### src/rtl/parking_gate_sequencer.sv
// ---------------------------------------------------------------------------
// parking_gate_sequencer
//
// Sequences one car passage at a time through either the entrance or the
// exit barrier. The block allocates the lowest free slot for an entering
// car, checks the claimed slot of a leaving car against the live occupancy
// vector, holds the matching barrier open until the car has passed or the
// wait times out, and issues exactly one occupancy update per passage.
//
// Ports:
//   clk             clock
//   reset           asynchronous, active-high reset
//   entry_req       car waiting at the entrance (level)
//   exit_req        car waiting at the exit (level)
//   exit_slot       slot index the exiting car claims
//   car_passed      barrier sensor pulse: car cleared the open gate
//   slot_status     occupancy vector from the slot manager (1 = occupied)
//   entry_gate_open entrance barrier drive
//   exit_gate_open  exit barrier drive
//   update_valid    one-cycle occupancy event strobe
//   update_slot     slot index of the event
//   update_entry    1 = slot becomes occupied, 0 = slot becomes free
//   assigned_slot   slot allocated to the most recent entering car
//   full            combinational: every slot occupied
//   busy            a passage is in progress
//   reject          one-cycle pulse: request refused
//   timeout         one-cycle pulse: gate closed without a passage
// ---------------------------------------------------------------------------
module parking_gate_sequencer #(
    parameter int NUM_SLOTS      = 4,
    parameter int SLOT_W         = 2,
    parameter int TIMEOUT_CYCLES = 64
) (
    input  logic                 clk,
    input  logic                 reset,
    input  logic                 entry_req,
    input  logic                 exit_req,
    input  logic [SLOT_W-1:0]    exit_slot,
    input  logic                 car_passed,
    input  logic [NUM_SLOTS-1:0] slot_status,
    output logic                 entry_gate_open,
    output logic                 exit_gate_open,
    output logic                 update_valid,
    output logic [SLOT_W-1:0]    update_slot,
    output logic                 update_entry,
    output logic [SLOT_W-1:0]    assigned_slot,
    output logic                 full,
    output logic                 busy,
    output logic                 reject,
    output logic                 timeout
);

    localparam int CNT_W = (TIMEOUT_CYCLES > 2) ? $clog2(TIMEOUT_CYCLES) : 1;
    localparam logic [CNT_W-1:0] CNT_LAST = CNT_W'(TIMEOUT_CYCLES - 1);

    typedef enum logic [2:0] {
        IDLE,
        ENTRY_GATE,
        EXIT_GATE,
        UPDATE,
        SETTLE
    } state_t;

    state_t              state;
    state_t              state_next;
    logic [CNT_W-1:0]    cnt;
    logic [CNT_W-1:0]    cnt_next;
    logic [SLOT_W-1:0]   slot_q;
    logic [SLOT_W-1:0]   slot_next;
    logic [SLOT_W-1:0]   free_slot;
    logic [SLOT_W-1:0]   assigned_next;
    logic [SLOT_W-1:0]   update_slot_next;
    logic                update_entry_next;
    logic                reject_next;
    logic                timeout_next;

    assign full = &slot_status;

    // Lowest-index free slot. Scanning from the top down lets the lowest
    // zero bit overwrite any higher one.
    always_comb begin
        free_slot = '0;
        for (int i = NUM_SLOTS - 1; i >= 0; i--) begin
            if (!slot_status[i]) begin
                free_slot = SLOT_W'(i);
            end
        end
    end

    // Next-state and next-output logic. Exit requests take priority over
    // entry requests because a departure frees capacity. In a gate state a
    // car_passed on the terminal count still wins over the timeout.
    always_comb begin
        state_next        = state;
        cnt_next          = cnt;
        slot_next         = slot_q;
        assigned_next     = assigned_slot;
        update_slot_next  = update_slot;
        update_entry_next = update_entry;
        reject_next       = 1'b0;
        timeout_next      = 1'b0;

        case (state)
            IDLE: begin
                if (exit_req) begin
                    if (slot_status[exit_slot]) begin
                        slot_next  = exit_slot;
                        cnt_next   = '0;
                        state_next = EXIT_GATE;
                    end else begin
                        reject_next = 1'b1;
                    end
                end else if (entry_req) begin
                    if (!full) begin
                        slot_next     = free_slot;
                        assigned_next = free_slot;
                        cnt_next      = '0;
                        state_next    = ENTRY_GATE;
                    end else begin
                        reject_next = 1'b1;
                    end
                end
            end

            ENTRY_GATE, EXIT_GATE: begin
                if (car_passed) begin
                    update_slot_next  = slot_q;
                    update_entry_next = (state == ENTRY_GATE);
                    state_next        = UPDATE;
                end else if (cnt == CNT_LAST) begin
                    timeout_next = 1'b1;
                    state_next   = IDLE;
                end else begin
                    cnt_next = cnt + 1'b1;
                end
            end

            UPDATE: begin
                state_next = SETTLE;
            end

            SETTLE: begin
                state_next = IDLE;
            end

            default: begin
                state_next = IDLE;
            end
        endcase
    end

    // State and output registers. Outputs are derived from the next state so
    // that a gate opens on the same edge that samples the request and closes
    // on the same edge that samples car_passed or the terminal count.
    always_ff @(posedge clk or posedge reset) begin
        if (reset) begin
            state           <= IDLE;
            cnt             <= '0;
            slot_q          <= '0;
            assigned_slot   <= '0;
            update_slot     <= '0;
            update_entry    <= 1'b0;
            update_valid    <= 1'b0;
            entry_gate_open <= 1'b0;
            exit_gate_open  <= 1'b0;
            busy            <= 1'b0;
            reject          <= 1'b0;
            timeout         <= 1'b0;
        end else begin
            state           <= state_next;
            cnt             <= cnt_next;
            slot_q          <= slot_next;
            assigned_slot   <= assigned_next;
            update_slot     <= update_slot_next;
            update_entry    <= update_entry_next;
            update_valid    <= (state_next == UPDATE);
            entry_gate_open <= (state_next == ENTRY_GATE);
            exit_gate_open  <= (state_next == EXIT_GATE);
            busy            <= (state_next != IDLE);
            reject          <= reject_next;
            timeout         <= timeout_next;
        end
    end

endmodule
### config.mk
export PLATFORM = sky130hd
export DESIGN_NAME = parking_gate_sequencer
export DESIGN_NICKNAME = d
export VERILOG_FILES = /design/src/rtl/parking_gate_sequencer.sv
export SDC_FILE = /design/constraint.sdc
export NUM_CORES = 1
export LEC_CHECK = 0
export CORE_UTILIZATION = 45
export DETAILED_ROUTE_END_ITERATION = 10
export PLACE_DENSITY = 0.79
export SYNTH_ARGS = -nofsm -noshare
export SYNTH_HDL_FRONTEND = slang
export SYNTH_SLANG_ARGS = --single-unit
export TNS_END_PERCENT = 30
### constraint.sdc
create_clock -name clk -period 4.4 [get_ports clk]
set_input_delay 0.66 -clock clk [delete_from_list [all_inputs] [get_ports clk]]
set_output_delay 0.66 -clock clk [all_outputs]
set_load 0.02 [all_outputs]
==> impl_metrics.tcl <==
set metrics [dict create \
    dr.pass1.iters 5 \
    gp_congestion 0.850 \
    grt_pass1_vias 898 \
    power_w 0.000883 \
    syn2layout_area_growth_pct 24.0 \
    seq_area_frac_synth 0.486 \
    ir_drop_uv 424 \
    drv_slew 0 \
    setup_viol 0 \
    min_from "cnt[0]" \
    r2r_end "entry_gate_open" \
    port_buffers 22 \
    drt-total-wl_um 2170 \
    place_area_mm2 0.00137 \
    synth_compound_area_frac 0.148 \
    numClockSinks 22 \
    synthSimpleGateAreaFrac 0.187 \
    r2r_start "state[1]" \
    r2r_setup_slack_ps 2620 \
    synth_top_family_by_area "simple AND/OR/NAND/NOR gates" \
    p_leak_nw 0.611 \
    min_period_ps 2780 \
    num-nets-final 150 \
    final_cell_mix "dfrtp_1 (22), clkdlybuf4s50_1 (22), nor2_1 (11), nand2_1 (11), mux2_2 (8)" \
    grt_max_degree 23 \
    drc 0 \
    ys_seq_elements 22 \
    drtIter0Drc 21 \
    globalRouteOverflowTotal 0 \
    stdcell_area_mm2 0.00140 \
    grt_first_pass_wirelength_um 3740 \
    cts_resized 0 \
    start_util 0.493 \
    dp.cells 161 \
    cpMostUsedCell "clkdlybuf4s50_1" \
    path_max_fanout 5 \
    cts_tree "yes" \
    max_stage_delay_ps 610 \
    cts-hold-fix-buffers 0 \
    ios 23 \
    powerDensity_mw_per_mm2 629 \
    avgSynthCellArea_um2 9.85 \
    rows 17 \
    fin_setup_tns_ps 0 \
    clock_path_buffers 2 \
    synth-adder-area-share 0.0110 \
    slew_headroom 0.464 \
    dieWidth_um 52.2 \
    min_path_cells 1 \
    dp_slack_ps 1630 \
    numCtsBuffers 3 \
    fin_cells 165 \
    ys_types 36 \
    synthesis.nets 127 \
    max_freq_ghz 0.360 \
    antenna_found_initial 0 \
    grt.total_usage 0.186 \
    dieArea_mm2 0.00272 \
    finalHoldViolCount 0 \
    viasPerCell 5.61 \
    ctsHtreeMaxLevel 1 \
    path_clk_slew_ps 110 \
    drive_gt1_frac 0.0949 \
    cts_root_buf "clkbuf_4" \
    path_class "input pin to output pin" \
    required_ps 3740 \
    ys_warn_count 0 \
    diodes 0 \
    rsz0062_at_grt "no" \
    status "completed" \
    fp.coreArea_mm2 0.00230 \
    start_kind "input pin" \
    dp_hpwl_um 1640 \
    muxShareOfSynthArea 0.115 \
    post-route-period-util 0.632 \
    worstPathCellList "clkdlybuf4s50_1 -> nand4_1 -> inv_1 -> clkdlybuf4s50_1" \
    syn_area_mm2 0.00113 \
    wl_per_cell_um 13.2 \
    post-cts-setup-buffers 0 \
    fin_ws_ps 1620 \
    cp-end-kind "output pin" \
    worstHoldPathType "flip-flop to flip-flop" \
    crit_arrival_ps 2120 \
    die_h_um 52.2 \
    insertion_delay_ps 300 \
    vias 925 \
    ant_nets 0 \
    min_to "cnt[0]" \
    worst_pin_slew_ps 803 \
    worstRegToRegCells 4 \
    syn_inst 115 \
    synth_xor_area_frac 0.0155 \
    cap_violations 0 \
    skew_ps 4.35 \
    slowest_stage "clkdlybuf4s50_1" \
]
## metal layers
metal / track usage / vias up / share of wire / wire (um)
li1: - / 458 / - / -
met1: 0.233 / 446 / 0.45 / 985
met2: 0.325 / 19 / 0.50 / 1090
met3: 0.0526 / 2 / 0.039 / 84
met4: 0.0263 / 0 / 0.0060 / 13
met5: 0 / - / 0 / 0
## metrics by stage
step	util	hold slack, ps
floorplan	-	472
global placement	0.595	489
CTS	0.611	517
finish	0.611	511
detailed placement	0.595	499
global route	0.611	536
## kinds of logic after synthesis
logic type,after synthesis
AO/OA/AOI/OAI,25
XOR/XNOR,2
adder cells (fa/ha/maj),1
buffers and inverters,10
flip-flops,22
multiplexers,12
AND/OR/NAND/NOR,43
## power by group
| group | internal (W) | switching [W] |
|---|---|---|
| sequential | 0.000283 | 0.0000766 |
| clock | 0.0000506 | 0.0000562 |
| combinational | 0.000200 | 0.000216 |
## sequential cells by signal, indices dropped and copies added, names as in the netlist
register         cells
entry_gate_open      1
timeout              1
slot_q               2
update_entry         1
exit_gate_open       1
assigned_slot        2
reject               1
update_slot          2
update_valid         1
state                3
busy                 1
cnt                  6
## synthesized netlist by cell type
library cell / n / area share
a222oi_1: 1 / 0.0088
nand3b_1: 2 / 0.013
nor4_1: 1 / 0.0055
or2_2: 1 / 0.0055
xor2_1: 1 / 0.0077
mux2_2: 8 / 0.080
nor3_1: 3 / 0.013
o21bai_1: 1 / 0.0066
o41ai_1: 1 / 0.0077
o21ai_0: 3 / 0.013
nand3_1: 3 / 0.013
a211oi_1: 1 / 0.0066
mux2i_1: 4 / 0.035
a21oi_1: 5 / 0.022
dfrtp_1: 22 / 0.49
ha_1: 1 / 0.011
xnor2_1: 1 / 0.0077
o21ai_1: 1 / 0.0044
clkbuf_1: 2 / 0.0066
and4_1: 1 / 0.0077
o211ai_1: 4 / 0.027
buf_2: 1 / 0.0044
nor2_1: 11 / 0.036
buf_4: 1 / 0.0066
a31oi_1: 4 / 0.022
nand2b_1: 1 / 0.0055
or3_1: 2 / 0.011
a22oi_1: 1 / 0.0066
o31a_1: 1 / 0.0077
o2bb2a_1: 1 / 0.0088
inv_1: 6 / 0.020
and2_1: 2 / 0.011
nor2b_1: 4 / 0.022
nand4_1: 1 / 0.0055
o21a_1: 1 / 0.0066
nand2_1: 11 / 0.036
## how the worst max path moves through the flow
stage | startpoint | end | slack (ps) | depth (start not counted)
floorplan | exit_slot[1] | slot_q[0] | 2560 | 4
global placement | slot_status[1] | full | 1660 | 4
detailed placement | slot_status[1] | full | 1630 | 4
CTS | slot_status[1] | full | 1630 | 4
global route | slot_status[1] | full | 1550 | 4
finish | slot_status[1] | full | 1620 | 4
## worst max-delay path: cells and delay by family
family / cells / cell delay (ps)
buffers and inverters: 3 / 1250
AND/OR/NAND/NOR: 1 / 210
## layout make-up
cell class / instances / area, um2
Clock buffer: 4 / 36.3
Fill cell: 203 / 893
Inverter: 6 / 22.5
Multi-Input combinational cell: 83 / 539
Sequential cell: 22 / 551
Tap cell: 28 / 35.0
Timing Repair Buffer: 22 / 220
No activity file was read; power rests on OpenSTA's default activity.
